`src/rtl/error_diffusion_writer.sv`:
```
// Floyd-Steinberg error distribution: read-modify-writes the four forward neighbours
// of a quantised pixel in a single-port synchronous image RAM.
module error_diffusion_writer #(
   parameter int IMAGEX           = 64,
   parameter int IMAGEY           = 64,
   parameter int IMAGE_ADDR_WIDTH = $clog2(IMAGEX*IMAGEY),
   parameter int RGB_SIZE         = 8,
   parameter int ERR_WIDTH        = RGB_SIZE+1
) (
   input  logic                        clk,
   input  logic                        rst,
   input  logic                        in_valid,
   output logic                        in_ready,
   input  logic [IMAGE_ADDR_WIDTH-1:0] in_addr,
   input  logic [ERR_WIDTH-1:0]        in_err,
   output logic                        mem_rd_en,
   output logic                        mem_wr_en,
   output logic [IMAGE_ADDR_WIDTH-1:0] mem_addr,
   input  logic [RGB_SIZE-1:0]         mem_rd_data,
   output logic [RGB_SIZE-1:0]         mem_wr_data,
   output logic                        busy,
   output logic                        done
);

   localparam int AW    = IMAGE_ADDR_WIDTH;
   localparam int XW    = $clog2(IMAGEX);
   localparam int YW    = AW - XW;
   localparam int SUM_W = RGB_SIZE + 6;

   typedef enum logic [2:0] {IDLE, READ, WAIT, WRITE, DONE} state_t;

   state_t                state_q, state_d;
   logic [1:0]            idx_q, idx_d;
   logic [AW-1:0]         addr_q, addr_d;
   logic [ERR_WIDTH-1:0]  err_q, err_d;
   logic                  rd_en_q, rd_en_d, wr_en_q, wr_en_d;
   logic [AW-1:0]         maddr_q, maddr_d;
   logic [RGB_SIZE-1:0]   wdata_q, wdata_d;
   logic                  done_q, done_d, busy_q, busy_d, ready_q, ready_d;

   logic [AW-1:0]         src_addr_s;
   logic [3:0]            mask_s;
   logic [2:0]            next_s;
   logic signed [SUM_W-1:0] prod_s, delta_s, sum_s;
   logic [RGB_SIZE-1:0]   result_s;

   // Bit order E, SW, S, SE: which neighbours lie inside the image.
   function automatic logic [3:0] nb_mask(input logic [AW-1:0] a);
      logic [XW-1:0] x;
      logic [YW-1:0] y;
      logic          xl, xr, yb;
      x  = a[XW-1:0];
      y  = a[AW-1:XW];
      xl = (x == {XW{1'b0}});
      xr = (x == {XW{1'b1}});
      yb = (y == {YW{1'b1}});
      return {!xr && !yb, !yb, !xl && !yb, !xr};
   endfunction

   // Returns {found, index} of the lowest in-bounds neighbour at or after start.
   function automatic logic [2:0] first_nb(input logic [3:0] mask, input logic [2:0] start);
      logic [2:0] r;
      r = 3'b000;
      for (int i = 3; i >= 0; i--) begin
         if (mask[i] && (i >= int'(start))) begin
            r = {1'b1, 2'(i)};
         end
      end
      return r;
   endfunction

   function automatic logic [AW-1:0] nb_addr(input logic [AW-1:0] a, input logic [1:0] k);
      case (k)
         2'd0:    return a + AW'(1);
         2'd1:    return a + AW'(IMAGEX - 1);
         2'd2:    return a + AW'(IMAGEX);
         default: return a + AW'(IMAGEX + 1);
      endcase
   endfunction

   function automatic logic [3:0] nb_weight(input logic [1:0] k);
      case (k)
         2'd0:    return 4'd7;
         2'd1:    return 4'd3;
         2'd2:    return 4'd5;
         default: return 4'd1;
      endcase
   endfunction

   // Weighted share with floor shift, then clamp of old pixel plus share.
   always_comb begin
      prod_s  = $signed({{(SUM_W-ERR_WIDTH){err_q[ERR_WIDTH-1]}}, err_q})
              * $signed({{(SUM_W-4){1'b0}}, nb_weight(idx_q)});
      delta_s = prod_s >>> 4;
      sum_s   = $signed({{(SUM_W-RGB_SIZE){1'b0}}, mem_rd_data}) + delta_s;
      if (sum_s[SUM_W-1]) begin
         result_s = {RGB_SIZE{1'b0}};
      end else if (|sum_s[SUM_W-2:RGB_SIZE]) begin
         result_s = {RGB_SIZE{1'b1}};
      end else begin
         result_s = sum_s[RGB_SIZE-1:0];
      end
   end

   always_comb begin
      src_addr_s = (state_q == IDLE) ? in_addr : addr_q;
      mask_s     = nb_mask(src_addr_s);
      next_s     = first_nb(mask_s, (state_q == IDLE) ? 3'd0 : ({1'b0, idx_q} + 3'd1));
      state_d = state_q;
      idx_d   = idx_q;
      addr_d  = addr_q;
      err_d   = err_q;
      rd_en_d = 1'b0;
      wr_en_d = 1'b0;
      maddr_d = maddr_q;
      wdata_d = wdata_q;
      done_d  = 1'b0;
      busy_d  = busy_q;
      ready_d = ready_q;
      case (state_q)
         IDLE: begin
            if (in_valid) begin
               addr_d = in_addr;
               err_d  = in_err;
               busy_d = 1'b1;
               ready_d = 1'b0;
               if (next_s[2]) begin
                  state_d = READ;
                  idx_d   = next_s[1:0];
                  rd_en_d = 1'b1;
                  maddr_d = nb_addr(in_addr, next_s[1:0]);
               end else begin
                  state_d = DONE;
                  done_d  = 1'b1;
               end
            end else begin
               state_d = IDLE;
            end
         end
         READ: state_d = WAIT;
         WAIT: begin
            state_d = WRITE;
            wr_en_d = 1'b1;
            wdata_d = result_s;
         end
         WRITE: begin
            if (next_s[2]) begin
               state_d = READ;
               idx_d   = next_s[1:0];
               rd_en_d = 1'b1;
               maddr_d = nb_addr(addr_q, next_s[1:0]);
            end else begin
               state_d = DONE;
               done_d  = 1'b1;
            end
         end
         DONE: begin
            state_d = IDLE;
            busy_d  = 1'b0;
            ready_d = 1'b1;
         end
         default: begin
            state_d = IDLE;
            busy_d  = 1'b0;
            ready_d = 1'b1;
         end
      endcase
   end

   // Reset drops any write that was about to be issued.
   always_ff @(posedge clk) begin
      if (rst) begin
         state_q <= IDLE;
         idx_q   <= 2'd0;
         addr_q  <= '0;
         err_q   <= '0;
         rd_en_q <= 1'b0;
         wr_en_q <= 1'b0;
         maddr_q <= '0;
         wdata_q <= '0;
         done_q  <= 1'b0;
         busy_q  <= 1'b0;
         ready_q <= 1'b1;
      end else begin
         state_q <= state_d;
         idx_q   <= idx_d;
         addr_q  <= addr_d;
         err_q   <= err_d;
         rd_en_q <= rd_en_d;
         wr_en_q <= wr_en_d;
         maddr_q <= maddr_d;
         wdata_q <= wdata_d;
         done_q  <= done_d;
         busy_q  <= busy_d;
         ready_q <= ready_d;
      end
   end

   assign in_ready    = ready_q;
   assign busy        = busy_q;
   assign done        = done_q;
   assign mem_rd_en   = rd_en_q;
   assign mem_wr_en   = wr_en_q;
   assign mem_addr    = maddr_q;
   assign mem_wr_data = wdata_q;

endmodule

```
`config.mk`:
```
export PLATFORM = sky130hd
export DESIGN_NAME = error_diffusion_writer
export DESIGN_NICKNAME = d
export VERILOG_FILES = /design/src/rtl/error_diffusion_writer.sv
export SDC_FILE = /design/constraint.sdc
export NUM_CORES = 1
export LEC_CHECK = 0
export ABC_AREA = 0
export CAP_MARGIN = 30
export CORE_MARGIN = 2
export CORE_UTILIZATION = 48
export CTS_BUF_LIST = sky130_fd_sc_hd__clkbuf_4
export CTS_CLUSTER_DIAMETER = 100
export DETAILED_ROUTE_END_ITERATION = 12
export PLACE_DENSITY_LB_ADDON = 0.08
export SLEW_MARGIN = 20
export SYNTH_ARGS = -nofsm -noshare
export SYNTH_HDL_FRONTEND = slang
export SYNTH_SLANG_ARGS = --single-unit
```
`constraint.sdc`:
```
create_clock -name clk -period 7.6 [get_ports clk]
set_input_delay 1.52 -clock clk [delete_from_list [all_inputs] [get_ports clk]]
set_output_delay 1.52 -clock clk [all_outputs]
set_load 0.05 [all_outputs]
```
==> metrics.md <==
| Metric | Value |
|---|---|
| Dpl hpwl | 9.070 mm |
| Crit path max-delay family | simple AND/OR/NAND/NOR gates |
| Critical path's slowest cell | nor3_1 |
| Via density | 5.881 |
| Fin. Hold Viols | 0 |
| Num CTS Buffers | 5 |
| TritonRoute pass-1 iters | 4 |
| Crit path time final | 5.582 ns |
| Clock Pin Slew Worst Setup and Hold Paths | 0.15 ns |
| Yosys reg bits | 51 |
| Cell mode on critical path | ha_1 |
| Synthesized area per cell | 8.081 sq um |
| Setup TNS | 0 ns |
| Max cap viols | 0 |
| Overall Global Routing Usage | 23.71% |
| Post-synthesis cell area | 4549 sq um |
| TritonCTS Sinks | 51 |
| Final setup viols | 0 |
| Worst skew pair latency | 0.37 ns |
| Die area | 10,270 sq um |
| Post-Route WL | 11.99 mm |
| Most used flip-flop cell after synthesis | dfxtp_1 |
| Area growth syn-to-layout | 16.06% |
| Starting DRC count in detailed routing | 157 |
| Via count | 4,240 |
| YS warnings | 0 |
| DRC | 0 |
| Cell accounting for the most synthesized area | dfxtp_1 |
| Overall Power | 2.405 mW |
| Die W | 101.4 um |
| Min-delay worst type | reg -> reg |
| Share of the synthesized area in the top cell type | 22.44% |
| Crit-path cells | inv_1, ha_1, nor2_1, nor2_1, and2_1, ha_1, inv_1, fa_1, inv_1, ha_1, and3_1, a21oi_1, o21ai_1, o21a_1, nor2_1, xnor2_1, ha_1, nand2_1, o21ai_0, nor4_1, nor3_1, xnor2_2, a211oi_2 |
| Largest net degree at the start of global routing | 52 |
| Syn Inst Count | 563 |
| Vias in the first global route | 4,033 |
| Final GP Congestion | 0.9712 |
| Antenna Violating Nets Remaining | 0 |
| Diode count | 0 |
| Hold-fix buffer count after cts | 0 |
| Crit start category | register |
| Share of cells above drive strength 1 | 6.721% |
| Detailed-route wire length per cell | 16.63 um |
| Post-place setup slack | 1.913 ns |
| Synth cell types | 74 |
| Normalized max-slew margin | 34.78% |
| CTS max path bufs | 2 |
| Crit Path Category | reg -> reg |
| Status | completed |
| Crit-path max cell delay | 0.66 ns |
| CP required | 7.90 ns |
| Worst slew pin tran | 0.9754 ns |
| Critical Path Fanout Max | 10 |
| Post-CTS sizing | 0 |
| Peak supply drop | 0.2176 mV |
| Pwr dens | 455.4 nW/um^2 |
| Post-CTS setup buffer count | 0 |
| Register area share after synthesis | 22.44% |
| CTS tree | built |
| Initial antenna violation count | 0 |
| H-tree levels | 2 |
| Final worst slack | 2.018 ns |
| # fillers | 880 |
| Hold Slack | 0.4670 ns |
| Leakage power | 2.170 nW |
| Die Y | 101.4 um |
| Buffers added on ports | 56 |
| CP Buf/Inv Count | 3 |
| Initial Util | 49.47% |
| Max Clock Freq | 179.1 MHz |
| Finished Core Util | 57.42% |
| Clk_skew | 0.01120 ns |
| Root buffer cell | clkbuf_4 |
| Fin. max-slew vios | 0 |
| Global-route wire length before repair | 19.67 mm |
| Syn_nets | 652 |
| Nets | 698 |
| GRT Residual Overflow | 0 |
| Final critical-path share of the clock period | 73.45% |
| Post-synth EDFFs | 0 |
| Site Rows | 35 |
| Worst EP arrival | 5.88 ns |
| Synth async-reset ratio | 0% |
| Core area | 9196 sq um |
| RSZ-0062 raised after global routing | false |
| Synth area leaders | dfxtp_1 (22%), ha_1 (13%), a21oi_1 (6.5%) |
| Worst Setup End Kind | register |
| Ports | 57 |
flip-flops by register name, indices dropped and copies added (netlist names), 2 cells and up:
signal       flops
addr_q          12
mem_addr        12
err_q            9
mem_wr_data      8
state_q          3
idx_q            2
synthesized netlist by cell type, drive strengths merged, types with 11 or more instances:
library cell,count
nand2,67
a21oi,59
dfxtp,51
ha,46
inv,42
nor2,38
nand3,22
nor3,19
a211oi,16
clkbuf,16
o21ai,16
xnor2,15
fa,11
cell usage in the layout (no fill, tap or decap), drive strengths merged, types with 4 or more instances in the layout:
cell / synthesis / final
nand3b: 6 / 6
buf: 6 / 6
fa: 11 / 11
inv: 42 / 42
a21o: 5 / 5
a211oi: 16 / 16
nand2: 67 / 67
o31a: 4 / 4
clkdlybuf4s50: 0 / 55
o21ai: 16 / 16
nor3: 19 / 19
o31ai: 7 / 7
clkbuf: 16 / 5
nor4: 7 / 7
a21oi: 59 / 59
xnor2: 15 / 15
nand3: 22 / 22
ha: 46 / 46
and2: 8 / 8
o211ai: 10 / 10
dfxtp: 51 / 51
nand4: 5 / 5
xor2: 10 / 10
nor2: 38 / 38
nor2b: 5 / 5
o21a: 6 / 6
nand2b: 6 / 6
a2111oi: 4 / 4
nor3b: 4 / 4
and3: 8 / 8
per-layer routing:
metal / GRT usage [%] / routed length, um / vias up
met5: 0 / 0 / -
met4: 6.237 / 198 / 0
met3: 3.244 / 445 / 19
met2: 41.77 / 5937 / 88
met1: 30.47 / 5407 / 2010
li1: - / - / 2123
stage by stage:
stage	std cells	area, sq um
detailed placement	711	5169
finish	721	5280
CTS	719	5245
global placement	711	5169
global route	721	5280
floorplan	563	4549
area by class of cell:
type / instances / area [sq um] / share of cell area (%)
inverters: 42 / 157.7 / 2.986
clock buffers: 5 / 37.54 / 0.7109
clock inverters: 3 / 38.79 / 0.7346
repair buffers: 61 / 613.1 / 11.61
multi-input cells: 448 / 3273 / 61.99
flip-flops and latches: 51 / 1021 / 19.34
well taps: 111 / 138.9 / 2.630
worst paths after layout:
path | startpoint | endpoint | slack [ns] | cells past startpoint
max | idx_q[1] | mem_wr_data[4] | 2.02 | 23
min | err_q[1] | err_q[1] | 0.47 | 2
min reg2reg | err_q[1] | err_q[1] | 0.47 | 2
max reg2reg | idx_q[1] | mem_wr_data[4] | 2.02 | 23
report_power, final:
group,internal (mW),switching [mW]
logic,0.706,1.12
registers,0.344,0.0787
clock network,0.0678,0.0869
total,1.12,1.29
worst register-to-register path: stages (launching register included):
cell      delay (ns)
dfxtp_1         0.54
inv_1           0.14
ha_1            0.22
nor2_1          0.28
nor2_1          0.15
and2_1          0.19
ha_1            0.26
inv_1           0.05
fa_1            0.50
inv_1           0.04
ha_1            0.34
and3_1          0.20
a21oi_1         0.16
o21ai_1         0.13
o21a_1          0.22
nor2_1          0.16
xnor2_1         0.09
ha_1            0.35
nand2_1         0.06
o21ai_0         0.21
nor4_1          0.08
nor3_1          0.66
xnor2_2         0.26
a211oi_2        0.23
cells by family (layout without fill, tap and decap cells):
kind of cell	after synthesis	after routing	synth area share, %
flip-flops	51	51	22.44
XOR/XNOR	25	25	4.978
multiplexers	3	3	1.238
AND/OR/NAND/NOR	208	208	23.38
adder cells (fa/ha/maj)	57	57	17.49
AO/OA/AOI/OAI	155	155	24.86
buffers and inverters	64	111	5.610
Note: power is estimated with default switching activity, not from simulation.
